`src/rtl/dcache_control_nway.sv`:
```
// dcache_control_nway
//   N-way set-associative write-back / write-allocate data-cache controller.
//   It sits between the CPU data port and the cacheline adaptor. It drives the
//   tag/valid/dirty/data arrays of an external datapath and updates an
//   external pseudo-LRU array.
//
// Ports
//   clk, rst             clock; asynchronous active-high reset
//   mem_read/mem_write   CPU request, held until mem_resp (a write wins if both are set)
//   mem_byte_enable256   CPU write byte mask, line-aligned
//   mem_resp             one-cycle completion pulse
//   hit/valid_out/dirty_out  per-way status of the indexed set
//   plru_victim          PLRU choice used when every way is valid
//   plru_load/plru_way   PLRU update strobe and most-recently-used way
//   load_*/set_*         one-hot array write strobes and write values
//   data_we/data_wmask   data-array write enable and byte mask
//   data_in_sel          data source: 0 = CPU, 1 = pmem line
//   pmem_addr_sel        pmem address source: 0 = CPU tag, 1 = victim tag
//   victim_way           victim way latched at the miss
//   pmem_read/pmem_write/pmem_resp  cacheline adaptor handshake
//   err_multihit         sticky flag: more than one hit bit was seen
//   hit_count/miss_count/wb_count  saturating performance counters
module dcache_control_nway #(
  parameter int unsigned WAYS       = 4,
  parameter int unsigned WAY_W      = $clog2(WAYS),
  parameter int unsigned LINE_BYTES = 32,
  parameter int unsigned CNT_W      = 32
) (
  input  logic                  clk,
  input  logic                  rst,
  input  logic                  mem_read,
  input  logic                  mem_write,
  input  logic [LINE_BYTES-1:0] mem_byte_enable256,
  output logic                  mem_resp,
  input  logic [WAYS-1:0]       hit,
  input  logic [WAYS-1:0]       valid_out,
  input  logic [WAYS-1:0]       dirty_out,
  input  logic [WAY_W-1:0]      plru_victim,
  output logic                  plru_load,
  output logic [WAY_W-1:0]      plru_way,
  output logic [WAYS-1:0]       load_tag,
  output logic [WAYS-1:0]       load_valid,
  output logic [WAYS-1:0]       set_valid,
  output logic [WAYS-1:0]       load_dirty,
  output logic [WAYS-1:0]       set_dirty,
  output logic [WAYS-1:0]       data_we,
  output logic [LINE_BYTES-1:0] data_wmask,
  output logic                  data_in_sel,
  output logic                  pmem_addr_sel,
  output logic [WAY_W-1:0]      victim_way,
  output logic                  pmem_read,
  output logic                  pmem_write,
  input  logic                  pmem_resp,
  output logic                  err_multihit,
  output logic [CNT_W-1:0]      hit_count,
  output logic [CNT_W-1:0]      miss_count,
  output logic [CNT_W-1:0]      wb_count
);

  typedef enum logic [1:0] {
    S_COMPARE,
    S_WB,
    S_FILL,
    S_REPLAY
  } state_t;

  state_t state, state_n;

  logic [WAY_W-1:0] victim_q;
  logic             req;
  logic             hit_any;
  logic             multi_hit;
  logic [WAY_W-1:0] hit_way;
  logic             hit_found;
  logic [WAY_W-1:0] miss_victim;
  logic             inv_found;
  logic             victim_dirty;
  logic [WAYS-1:0]  hit_oh;
  logic [WAYS-1:0]  victim_oh;
  logic             hit_evt;
  logic             miss_evt;
  logic             wb_evt;

  assign req       = mem_read | mem_write;
  assign hit_any   = |hit;
  // Clearing the lowest set bit leaves something only if two or more bits were set.
  assign multi_hit = (hit & (hit - WAYS'(1))) != '0;
  assign hit_oh    = WAYS'(1) << hit_way;
  assign victim_oh = WAYS'(1) << victim_q;

  assign hit_evt   = (state == S_COMPARE) && req && hit_any;
  assign miss_evt  = (state == S_COMPARE) && req && !hit_any;
  assign wb_evt    = (state == S_WB) && pmem_resp;

  assign victim_way = victim_q;

  // Lowest-index hit way; a multi-hit also resolves to the lowest index.
  always_comb begin
    hit_way   = '0;
    hit_found = 1'b0;
    for (int unsigned i = 0; i < WAYS; i++) begin
      if (hit[i] && !hit_found) begin
        hit_way   = WAY_W'(i);
        hit_found = 1'b1;
      end
    end
  end

  // Victim choice: the first invalid way, or the PLRU way when the set is full.
  always_comb begin
    miss_victim = plru_victim;
    inv_found   = 1'b0;
    for (int unsigned i = 0; i < WAYS; i++) begin
      if (!valid_out[i] && !inv_found) begin
        miss_victim = WAY_W'(i);
        inv_found   = 1'b1;
      end
    end
    victim_dirty = valid_out[miss_victim] & dirty_out[miss_victim];
  end

  always_ff @(posedge clk or posedge rst) begin
    if (rst) begin
      state <= S_COMPARE;
    end else begin
      state <= state_n;
    end
  end

  always_comb begin
    state_n       = state;
    mem_resp      = 1'b0;
    plru_load     = 1'b0;
    plru_way      = '0;
    load_tag      = '0;
    load_valid    = '0;
    set_valid     = '0;
    load_dirty    = '0;
    set_dirty     = '0;
    data_we       = '0;
    data_wmask    = '0;
    data_in_sel   = 1'b0;
    pmem_addr_sel = 1'b0;
    pmem_read     = 1'b0;
    pmem_write    = 1'b0;

    unique case (state)
      S_COMPARE: begin
        if (req) begin
          if (hit_any) begin
            mem_resp  = 1'b1;
            plru_load = 1'b1;
            plru_way  = hit_way;
            if (mem_write) begin
              data_we    = hit_oh;
              data_wmask = mem_byte_enable256;
              load_dirty = hit_oh;
              set_dirty  = hit_oh;
            end
          end else begin
            state_n = victim_dirty ? S_WB : S_FILL;
          end
        end
      end
      S_WB: begin
        pmem_write    = 1'b1;
        pmem_addr_sel = 1'b1;
        if (pmem_resp) begin
          load_dirty = victim_oh;
          state_n    = S_FILL;
        end
      end
      S_FILL: begin
        pmem_read   = 1'b1;
        data_in_sel = 1'b1;
        if (pmem_resp) begin
          data_we    = victim_oh;
          data_wmask = '1;
          load_tag   = victim_oh;
          load_valid = victim_oh;
          set_valid  = victim_oh;
          load_dirty = victim_oh;
          state_n    = S_REPLAY;
        end
      end
      S_REPLAY: begin
        state_n = S_COMPARE;
      end
      default: state_n = S_COMPARE;
    endcase

    // Outputs are decoded from state and live inputs, so reset must also
    // mask them combinationally to drop pmem strobes the instant it asserts.
    if (rst) begin
      mem_resp      = 1'b0;
      plru_load     = 1'b0;
      plru_way      = '0;
      load_tag      = '0;
      load_valid    = '0;
      set_valid     = '0;
      load_dirty    = '0;
      set_dirty     = '0;
      data_we       = '0;
      data_wmask    = '0;
      data_in_sel   = 1'b0;
      pmem_addr_sel = 1'b0;
      pmem_read     = 1'b0;
      pmem_write    = 1'b0;
    end
  end

  always_ff @(posedge clk or posedge rst) begin
    if (rst) begin
      victim_q     <= '0;
      err_multihit <= 1'b0;
      hit_count    <= '0;
      miss_count   <= '0;
      wb_count     <= '0;
    end else begin
      if (miss_evt) begin
        victim_q <= miss_victim;
      end
      if (state == S_COMPARE && req && multi_hit) begin
        err_multihit <= 1'b1;
      end
      if (hit_evt && hit_count != '1) begin
        hit_count <= hit_count + CNT_W'(1);
      end
      if (miss_evt && miss_count != '1) begin
        miss_count <= miss_count + CNT_W'(1);
      end
      if (wb_evt && wb_count != '1) begin
        wb_count <= wb_count + CNT_W'(1);
      end
    end
  end

endmodule

```
`config.mk`:
```
export PLATFORM = sky130hd
export DESIGN_NAME = dcache_control_nway
export DESIGN_NICKNAME = d
export VERILOG_FILES = /design/src/rtl/dcache_control_nway.sv
export SDC_FILE = /design/constraint.sdc
export NUM_CORES = 1
export LEC_CHECK = 0
export BUFFER_PORTS_ARGS = -buffer_cell sky130_fd_sc_hd__buf_4
export CAP_MARGIN = 30
export CELL_PAD_IN_SITES_DETAIL_PLACEMENT = 0
export CELL_PAD_IN_SITES_GLOBAL_PLACEMENT = 1
export CORE_ASPECT_RATIO = 1.4
export CORE_UTILIZATION = 36
export CTS_CLUSTER_SIZE = 20
export DETAILED_ROUTE_END_ITERATION = 10
export GPL_TIMING_DRIVEN = 0
export PLACE_DENSITY_LB_ADDON = 0.3
export SETUP_SLACK_MARGIN = 0.4
export SYNTH_ARGS = -nofsm -noshare
export SYNTH_HDL_FRONTEND = slang
export SYNTH_SLANG_ARGS = --single-unit
export TNS_END_PERCENT = 5
```
`constraint.sdc`:
```
create_clock -name clk -period 5.8 [get_ports clk]
set_input_delay 1.16 -clock clk [delete_from_list [all_inputs] [get_ports clk]]
set_output_delay 1.16 -clock clk [all_outputs]
set_load 0.005 [all_outputs]
```
==> results of run 1 <==
[power by group]
group          internal (µW)  total (µW)  switching, µW
combinational            295         611            316
sequential               756         840           84.0
clock                    343         631            289
total                   1390        2080            689
[cell usage in the layout (no fill, tap or decap), drive strengths merged, types with 3 or more instances in the layout]
master | synthesis | layout
o21ai | 13 | 13
or4 | 5 | 5
ha | 7 | 7
nand4 | 32 | 32
nand3 | 43 | 43
nor3 | 32 | 32
inv | 17 | 20
a31oi | 3 | 3
and3 | 12 | 12
xor2 | 50 | 50
dfrtp | 101 | 101
mux2 | 4 | 4
nor2b | 4 | 4
nor3b | 3 | 3
buf | 17 | 230
nand2 | 90 | 90
or2 | 9 | 9
and2 | 4 | 4
a21oi | 45 | 45
nor4 | 25 | 25
nor2 | 48 | 48
xnor2 | 35 | 35
nand2b | 3 | 3
clkbuf | 15 | 24
and4 | 7 | 7
[flip-flops by register name, indices dropped and copies added (netlist names)]
signal        count
miss_count       32
victim_way        2
err_multihit      1
state             2
wb_count         32
hit_count        32
[Yosys cell counts (15+ instances only)]
cell type  number  share of area [%]
nand2_1        89                5.8
clkbuf_1       15               0.98
dfrtp_1       101                 44
xnor2_1        35                5.3
inv_1          17                1.1
a21oi_1        45                3.9
nor3_1         31                2.7
nand3_1        43                3.7
nand4_1        32                3.5
xor2_1         50                7.6
nor2_1         48                3.1
nor4_1         20                2.2
[metal layers]
| layer | vias up | wire [µm] | GRT usage (%) |
|---|---|---|---|
| met3 | 22 | 755 | 3.47 |
| met4 | 0 | 338 | 7.34 |
| met2 | 152 | 9280 | 37.2 |
| li1 | 2705 | - | - |
| met1 | 2683 | 6980 | 25.9 |
| met5 | - | 0 | 0 |
[kinds of logic (layout without fill, tap and decap cells)]
family | count (synthesis) | count (layout) | synth area share (%)
AND/OR/NAND/NOR | 323 | 323 | 29.2
buffers and inverters | 49 | 277 | 4.23
multiplexers | 4 | 4 | 0.780
adder cells (fa/ha/maj) | 8 | 8 | 1.69
flip-flops | 101 | 101 | 43.8
XOR/XNOR | 85 | 85 | 12.9
AO/OA/AOI/OAI | 75 | 75 | 7.39
[final timing paths]
check                        startpoint              to  slack [ps]  cells after the start
setup / recovery                 hit[1]       plru_load        1640                      8
min in group asynchronous           rst  miss_count[24]         980                      2
hold reg to reg            wb_count[31]    wb_count[31]         500                      1
setup reg to reg               state[0]   hit_count[28]        3170                      8
hold / removal             wb_count[31]    wb_count[31]         500                      1
max in group asynchronous           rst     wb_count[0]        4130                      3
[cell type report]
type	count	area [µm²]	share of cell area, %
Multi-Input combinational cell	495	3000	37.8
Buffer	32	180	2.27
Tap cell	196	245	3.09
Clock buffer	9	225	2.84
Inverter	17	66.3	0.835
Sequential cell	101	2530	31.8
Timing Repair Buffer	213	1620	20.3
Clock inverter	6	82.6	1.04
[through the flow]
stage / cells / worst slack, ps / util [%] / hold slack (ps) / power (µW)
final: 1069 / 1640 / 50.9 / 499 / 2080
after global routing: 1069 / 1350 / 50.9 / 526 / 2210
after CTS: 1068 / 1530 / 50.9 / 506 / 2110
after detailed placement: 1053 / 1540 / 48.9 / 485 / 1470
after global placement: 1052 / -954 / 48.7 / 471 / 1440
after floorplan: 645 / 436 / - / 468 / 1140
==> metrics, run 1 <==
Yosys warnings 0; Starting Density 37.0%; pin count of the biggest net entering global routing 58; Max-slew headroom 43.6%; Placement Rows 54; Global Route Usage Sum 21.3%; vias in the first global route 5390; Post-synth EDFFs 0; Setup TNS 0 ps; DP Wirelength 13400 µm; ant diodes 0; Post-Route WL 17400 µm; share of layout cells above drive strength 1 30.2%; Die Y 152 µm; crit-path max FO 10; crit path time final 4160 ps; Post-Synthesis Cells 645; CP max-delay cell or4_4; Initial DRC Count 218; die footprint 16600 µm²; Core Box Area 15600 µm²; clk_lat worst skew 350 ps; Via density 5.20; Layout fillers 1502; # port buffers 211; antenna-violating nets left 0; P&R area growth vs syn 37.6%; cell family with most CP delay buffers and inverters; first-pass detailed-route iteration total 7; drt wl/cell 16.2 µm; post-CTS sizing 0; Crit. End Element primary output; Worst Max-Slew Pin Slew 839 ps; Hold Vio Cnt, Final 0; asr flop ratio synth 100%; Synth Area per Inst 8.95 µm²; Req. time, crit path 4640 ps; WS Path Type input port to primary output; crit-path max cell delay 530 ps; clock skew 12.2 ps; Die X 109 µm; Post-CTS Setup Bufs 0; CTS sink count 101; VDD IR-drop max 0.185 mV; initial antenna violation count 0; RSZ-0062 raised after global routing no; leakage 0.00391 µW; outcome finished clean; Cell Pwr Density 262 nW/µm²; crit-path cells buf_4 > or4_4 > buf_6 > nand2_1 > clkbuf_1 > nor2_1 > buf_4 > buf_4; post-synthesis cell area 5770 µm²; CP arrival 3000 ps; final instance area 7940 µm²; clock tree buffer depth 2; startpoint types input port; Finish-stage setup viols 0; CTS buffer count 9; predominant post-synthesis flop cell dfrtp_1; fmax 240 MHz; first-pass GRT wire length 27500 µm; syn_nets 703; Critical Path Most Common Cell buf_4; Layout Nets 927; CTS clk-pin slew, worst paths 80 ps; Hold Buf Count CTS 0; CTS tree done; GPL Wtd Cong 0.874; worst hold path class register to register; Final period util 71.8%; Critical path buffers and inverters 5; IO Count 214; # Max-Cap Violations 0; Slew Viols, Final 0; placed cell areas 7630 µm²; DR DRC count 0; register area share after synthesis 43.8%; total number of H-tree levels 3; Root Driver clkbuf_16; Yosys cell types 51; #FFs+latches synth 101; routed vias 5562; total grt overflow 0
Note: power is estimated with default switching activity, not from simulation.
==> run 2: changes to the inputs <==
--- a/config.mk
+++ b/config.mk
@@ -5,6 +5,7 @@
 export SDC_FILE = /design/constraint.sdc
 export NUM_CORES = 1
 export LEC_CHECK = 0
+export ABC_AREA = 1
 export BUFFER_PORTS_ARGS = -buffer_cell sky130_fd_sc_hd__buf_4
 export CAP_MARGIN = 30
 export CELL_PAD_IN_SITES_DETAIL_PLACEMENT = 0
==> constraint.sdc (replaced) <==
create_clock -name clk -period 3.99 [get_ports clk]
set_input_delay 0.798 -clock clk [delete_from_list [all_inputs] [get_ports clk]]
set_output_delay 0.798 -clock clk [all_outputs]
set_load 0.005 [all_outputs]
==> metrics, run 2 <==
outcome finished clean; Worst Setup SP state[0]; Cell Pwr Density 342 nW/µm² (+30%); Core Box Area 20100 µm² (+29%); Via density 4.75 (-8.6%); # Max-Cap Violations 0 (unchanged); die footprint 21300 µm² (+28%); leakage 0.00484 µW (+24%); clock tree buffer depth 2 (unchanged); Layout Nets 1472 (+59%); post-synthesis cell area 7440 µm² (+29%); CTS buffer count 9 (unchanged); clock skew 13.9 ps (+1.76 ps); syn_nets 1246 (+77%); P&R area growth vs syn 30.6%; cell family with most CP delay buffers and inverters; ant diodes 0 (unchanged); Post-synth EDFFs 0 (unchanged); RSZ-0062 raised after global routing no; Placement Rows 61 (+13%); DR DRC count 0 (unchanged); most common cell after layout, fill and taps aside nand2_1; Hold Vio Cnt, Final 0 (unchanged); fmax 301 MHz; predominant post-synthesis flop cell dfrtp_1; #FFs+latches synth 101 (unchanged); Post-Synthesis Cells 1188 (+84%); Finish-stage setup viols 0 (unchanged); area share of the largest cell type after synthesis 34.0% (-9.8 points); Worst R2R Start hit_count[0]; Hold EP err_multihit; first-pass GRT wire length 38100 µm (+38%); Reg2Reg Setup Slack 1820 ps (-1350 ps); VDD IR-drop max 0.214 mV (+15%); Post-Route WL 24400 µm (+41%); CTS sink count 101 (unchanged); Setup TNS 0 ps (unchanged); # port buffers 213 (+0.95%); Worst Hold Launch err_multihit; vias in the first global route 7416 (+38%); Critical path buffers and inverters 3 (-2); pin count of the biggest net entering global routing 40 (-31%); Root Driver clkbuf_16; Yosys cell types 35 (-31%); total grt overflow 0 (unchanged); Die X 124 µm (+13%); Worst path depth 8 (unchanged); asr flop ratio synth 100% (unchanged); top area cells in the synthesized netlist dfrtp_1 34%, nand2_1 31%, nor2_1 8.1%; Critical Path Most Common Cell nand2_1; Synth area leader dfrtp_1; post-CTS sizing 0 (unchanged); share of layout cells above drive strength 1 20.2% (-10 points); Starting Density 37.1% (+0.088 points); startpoint types register; Hold Buf Count CTS 0 (unchanged); FF-to-FF path depth 12 (+4); Worst Max-Slew Pin Slew 878 ps (+39.6 ps); CTS tree done; Layout fillers 2114 (+41%); Post-synth top cells 605 x nand2_1, 161 x nor2_1, 101 x dfrtp_1; Post-CTS Setup Bufs 0 (unchanged); crit path time final 3320 ps; DP Wirelength 19500 µm (+45%); Synth Area per Inst 6.26 µm² (-30%); WS Path Type register to primary output; CP max-delay cell clkbuf_1; total number of H-tree levels 3 (unchanged); register area share after synthesis 34.0% (-9.8 points); antenna-violating nets left 0 (unchanged); Slew Viols, Final 0 (unchanged); worst hold path class register to register; routed vias 7945 (+43%); Fin Hold WS 492 ps (-6.51 ps); Die Y 172 µm (+13%); crit-path max FO 10 (unchanged); CTS clk-pin slew, worst paths 70 ps (about the same); GPL Wtd Cong 0.873 (about the same); Final period util 83.3%; hold depth 2 (+1); first-pass detailed-route iteration total 5 (-2); initial antenna violation count 0 (unchanged); Yosys warnings 0 (unchanged); largest registers hit_count (32), miss_count (32), wb_count (32); clk_lat worst skew 360 ps (about the same); reg-to-reg endpoint hit_count[26]; Initial DRC Count 436 (+100%); IO Count 214 (unchanged); Crit. End Element primary output; drt wl/cell 14.6 µm (-10%); crit-path max cell delay 410 ps (-120 ps); CP arrival 2530 ps (-470 ps); Max-slew headroom 41.3% (-2.2 points); most numerous cell in the Yosys netlist nand2_1; Req. time, crit path 3190 ps (-1450 ps); most frequent cells in the layout 605 x nand2_1, 230 x buf_4, 161 x nor2_1, 101 x dfrtp_1, 61 x inv_1; Global Route Usage Sum 23.2% (+1.9 points); crit-path cells inv_1 > ha_1 > nand2_1 > a31oi_1 > clkbuf_1 > nand2_1 > a21oi_1 > buf_4
[run 2: changes by cell type in the layout (fill, tap and decap cells not counted), moves of 14 or more]
cell / delta
nor3_1: -25
nand4_1: -21
nand2_1: +516
nor4_1: -19
xor2_1: -24
nand3_1: -23
nand3b_1: +36
inv_1: +45
xnor2_1: -14
nor2_1: +113
[run 2: cells by family after synthesis]
logic type | Yosys count | share of synthesized area (%)
AND/OR/NAND/NOR | 861 | 47.6
buffers and inverters | 106 | 6.93
flip-flops | 101 | 34.0
AO/OA/AOI/OAI | 66 | 4.81
XOR/XNOR | 47 | 5.53
adder cells (fa/ha/maj) | 7 | 1.18
[run 2: worst max-delay path by stage]
| stage | slack [ps] | end |
|---|---|---|
| floorplan | 1520 | load_valid[3] |
| global placement | 480 | wb_count[6] |
| detailed placement | 900 | data_wmask[26] |
| CTS | 630 | data_wmask[26] |
| global route | 420 | data_wmask[26] |
| finish | 670 | data_wmask[26] |
[run 2: routing by layer]
metal	GRT usage [%]	up-vias	part of all wire, %
met3	2.87	33	3.0
met4	7.54	0	2.4
li1	-	4117	-
met2	41.4	168	51
met5	0	-	0
met1	28.4	3627	43
[run 2: where the power goes]
group	total (µW)	internal, µW	switching (µW)
Sequential	1200	1100	107
Clock	961	517	443
Combinational	1150	489	665
[run 2: cell type report]
class                           instances  area (µm²)  share of cell area, %
Tap cell                              252         315                   3.25
Multi-Input combinational cell        981        4400                   45.3
Sequential cell                       101        2530                   26.0
Inverter                               67         258                   2.65
Clock buffer                           10         239                   2.46
Timing Repair Buffer                  215        1640                   16.9
Clock inverter                          6        76.3                  0.786
Buffer                                 39         262                   2.69
[run 2: through the flow]
stage	worst slack (ps)	total power, µW	cell area, µm²	util [%]	instances
after floorplan	1520	1860	7440	-	1188
after global placement	481	2370	9360	46.6	1653
after detailed placement	903	2390	9400	46.8	1655
after CTS	631	3360	9710	48.4	1671
after global routing	417	3530	9710	48.4	1671
final	665	3320	9710	48.4	1671
[run 2: worst min-delay path, delay by kind of cell, from the launching register on]
kind / cells / cell delay (ps)
and+or+nand+nor: 1 / 60
buffers and inverters: 1 / 40
DFF: 1 / 360
==> run 3: changes to the inputs <==
--- a/config.mk
+++ b/config.mk
@@ -11,7 +11,7 @@
 export CELL_PAD_IN_SITES_DETAIL_PLACEMENT = 0
 export CELL_PAD_IN_SITES_GLOBAL_PLACEMENT = 1
 export CORE_ASPECT_RATIO = 1.4
-export CORE_UTILIZATION = 36
+export CORE_UTILIZATION = 33
 export CTS_CLUSTER_SIZE = 20
 export DETAILED_ROUTE_END_ITERATION = 10
 export GPL_TIMING_DRIVEN = 0
==> constraint.sdc (replaced) <==
create_clock -name clk -period 3.05 [get_ports clk]
set_input_delay 0.61 -clock clk [delete_from_list [all_inputs] [get_ports clk]]
set_output_delay 0.61 -clock clk [all_outputs]
set_load 0.005 [all_outputs]
==> metrics, run 3 (synthesized netlist as in run 2, its figures left out) <==
vias in the first global route 7487 (+0.96%); outcome finished clean; # port buffers 213 (unchanged); IO Count 214 (unchanged); Hold Vio Cnt, Final 0 (unchanged); met2 WL 13200 µm (+5.9%); total grt overflow 0 (unchanged); startpoint types register; Die X 129 µm (+4.4%); Placement Rows 64 (+4.9%); Die Y 180 µm (+4.4%); WS Path Type register to primary output; ant diodes 0 (unchanged); clk_lat worst skew 370 ps (about the same); largest registers hit_count (32), miss_count (32), wb_count (32); RSZ-0062 raised after global routing yes; Reg2Reg Setup Slack 900 ps (-920 ps); Fin Hold WS 479 ps (-13.9 ps); Max-slew headroom 40.8% (-0.49 points); Routed met3 length 790 µm (+6.8%); reg-to-reg endpoint hit_count[12]; Hold EP err_multihit; Global Route Usage Sum 22.1% (-1.0 points); Core Box Area 22000 µm² (+9.7%); # Max-Cap Violations 0 (unchanged); Final period util 87.0%; Initial DRC Count 311 (-29%); Layout fillers 2391 (+13%); CP arrival 2040 ps (-490 ps); DP Wirelength 20000 µm (+2.4%); Root Driver clkbuf_16; drt wl/cell 14.5 µm (-0.45%); crit path time final 2650 ps; top sig layer met4; Slew Viols, Final 0 (unchanged); die footprint 23200 µm² (+9.0%); Finish-stage setup viols 0 (unchanged); Layout Nets 1477 (+0.34%); most frequent cells in the layout 605 x nand2_1, 231 x buf_4, 157 x nor2_1, 101 x dfrtp_1, 60 x inv_1; FF-to-FF path depth 12 (unchanged); routed vias 8020 (+0.94%); CTS buffer count 9 (unchanged); Worst Hold Launch err_multihit; total number of H-tree levels 3 (unchanged); P&R area growth vs syn 32.5%; initial antenna violation count 0 (unchanged); Req. time, crit path 2440 ps (-750 ps); Starting Density 33.8% (-3.3 points); pre-CTS WS 281 ps (-622 ps); Setup TNS 0 ps (unchanged); register area 2530 µm² (unchanged); leakage 0.00486 µW (+0.39%); antenna-violating nets left 0 (unchanged); final worst slack 397 ps (-268 ps); utilization after layout 44.8% (-3.6 points); hold depth 2 (unchanged); Worst Max-Slew Pin Slew 886 ps (+7.32 ps); VDD IR-drop max 0.280 mV (+31%); clock tree buffer depth 2 (unchanged); fmax 377 MHz; Via density 4.66 (-2.0%); GPL Wtd Cong 0.892 (+2.2%); Cell Pwr Density 439 nW/µm² (+29%); clock skew 7.40 ps (-6.53 ps); crit-path max FO 8 (-2); Worst R2R Start hit_count[0]; most common cell after layout, fill and taps aside nand2_1; first-pass GRT wire length 40000 µm (+4.9%); M1 WL 10400 µm (-1.2%); CTS tree done; Crit. End Element primary output; first-pass detailed-route iteration total 6 (+1); multi-input combinational cell area 4440 µm² (+1.0%); CTS clk-pin slew, worst paths 70 ps (about the same); pin count of the biggest net entering global routing 36 (-10%); CTS sink count 101 (unchanged); Post-Route WL 25000 µm (+2.5%); worst hold path class register to register; DR DRC count 0 (unchanged); share of layout cells above drive strength 1 21.3% (+1.1 points)
-- run 3: cell count changes in the layout (fill, tap and decap cells not counted), moves of 2 or more --
cell,before,now
clkbuf_1,10,6
clkinvlp_4,1,5
nor2_1,161,157
nor2_2,5,9
clkbuf_4,0,3
inv_6,3,0
clkbuf_8,1,3
clkinv_2,0,2
-- run 3: worst max-delay path, cell delays in order, from the launching register on --
cell and delay, ps:
dfrtp_1 410, inv_1 130, ha_4 180, nand2_1 100, a31oi_4 180, buf_12 150
clkbuf_8 140, nand2_1 50, a21oi_1 180, buf_4 150
-- run 3: layout make-up --
type,instances,area share [%]
plain buffers,39,2.97
clock buffers,9,2.28
clock inverters,7,0.520
inverters,67,2.61
multi-input cells,981,45.1
flip-flops and latches,101,25.6
well taps,297,3.77
repair buffers,220,17.1
-- run 3: routing by layer --
layer  global-route usage (%)  up-vias
met2                     40.3      159
li1                         -     4140
met5                        0        -
met1                     26.5     3691
met3                     2.38       30
met4                     7.48        0
-- run 3: worst max-delay path by stage --
stage,slack (ps),start,endpoint
floorplan,780,rst,err_multihit
detailed placement,280,state[0],data_wmask[21]
global placement,-330,rst,wb_count[9]
global route,280,state[1],data_wmask[20]
finish,400,state[1],data_wmask[21]
CTS,350,rst,pmem_write
-- run 3: stage by stage --
stage,cells,power (µW),cell area (µm²)
2_1_floorplan,1188,2430,7440
3_3_place_gp,1698,3100,9420
3_5_place_dp,1700,3120,9460
4_1_cts,1721,4380,9860
5_1_grt,1721,4610,9860
6_report,1721,4330,9860
-- run 3: power breakdown --
part / switching (µW) / internal (µW)
logic: 904 / 718
registers: 136 / 1440
clock network: 578 / 557
-- run 3: timing repair --
item                                    in CTS  in global routing
gates resized for setup                     19                  2
cloned                                       3                  0
hold buffers                                 0                  0
endpoints found under the setup margin      47                 48
buffers inserted                             2                  0
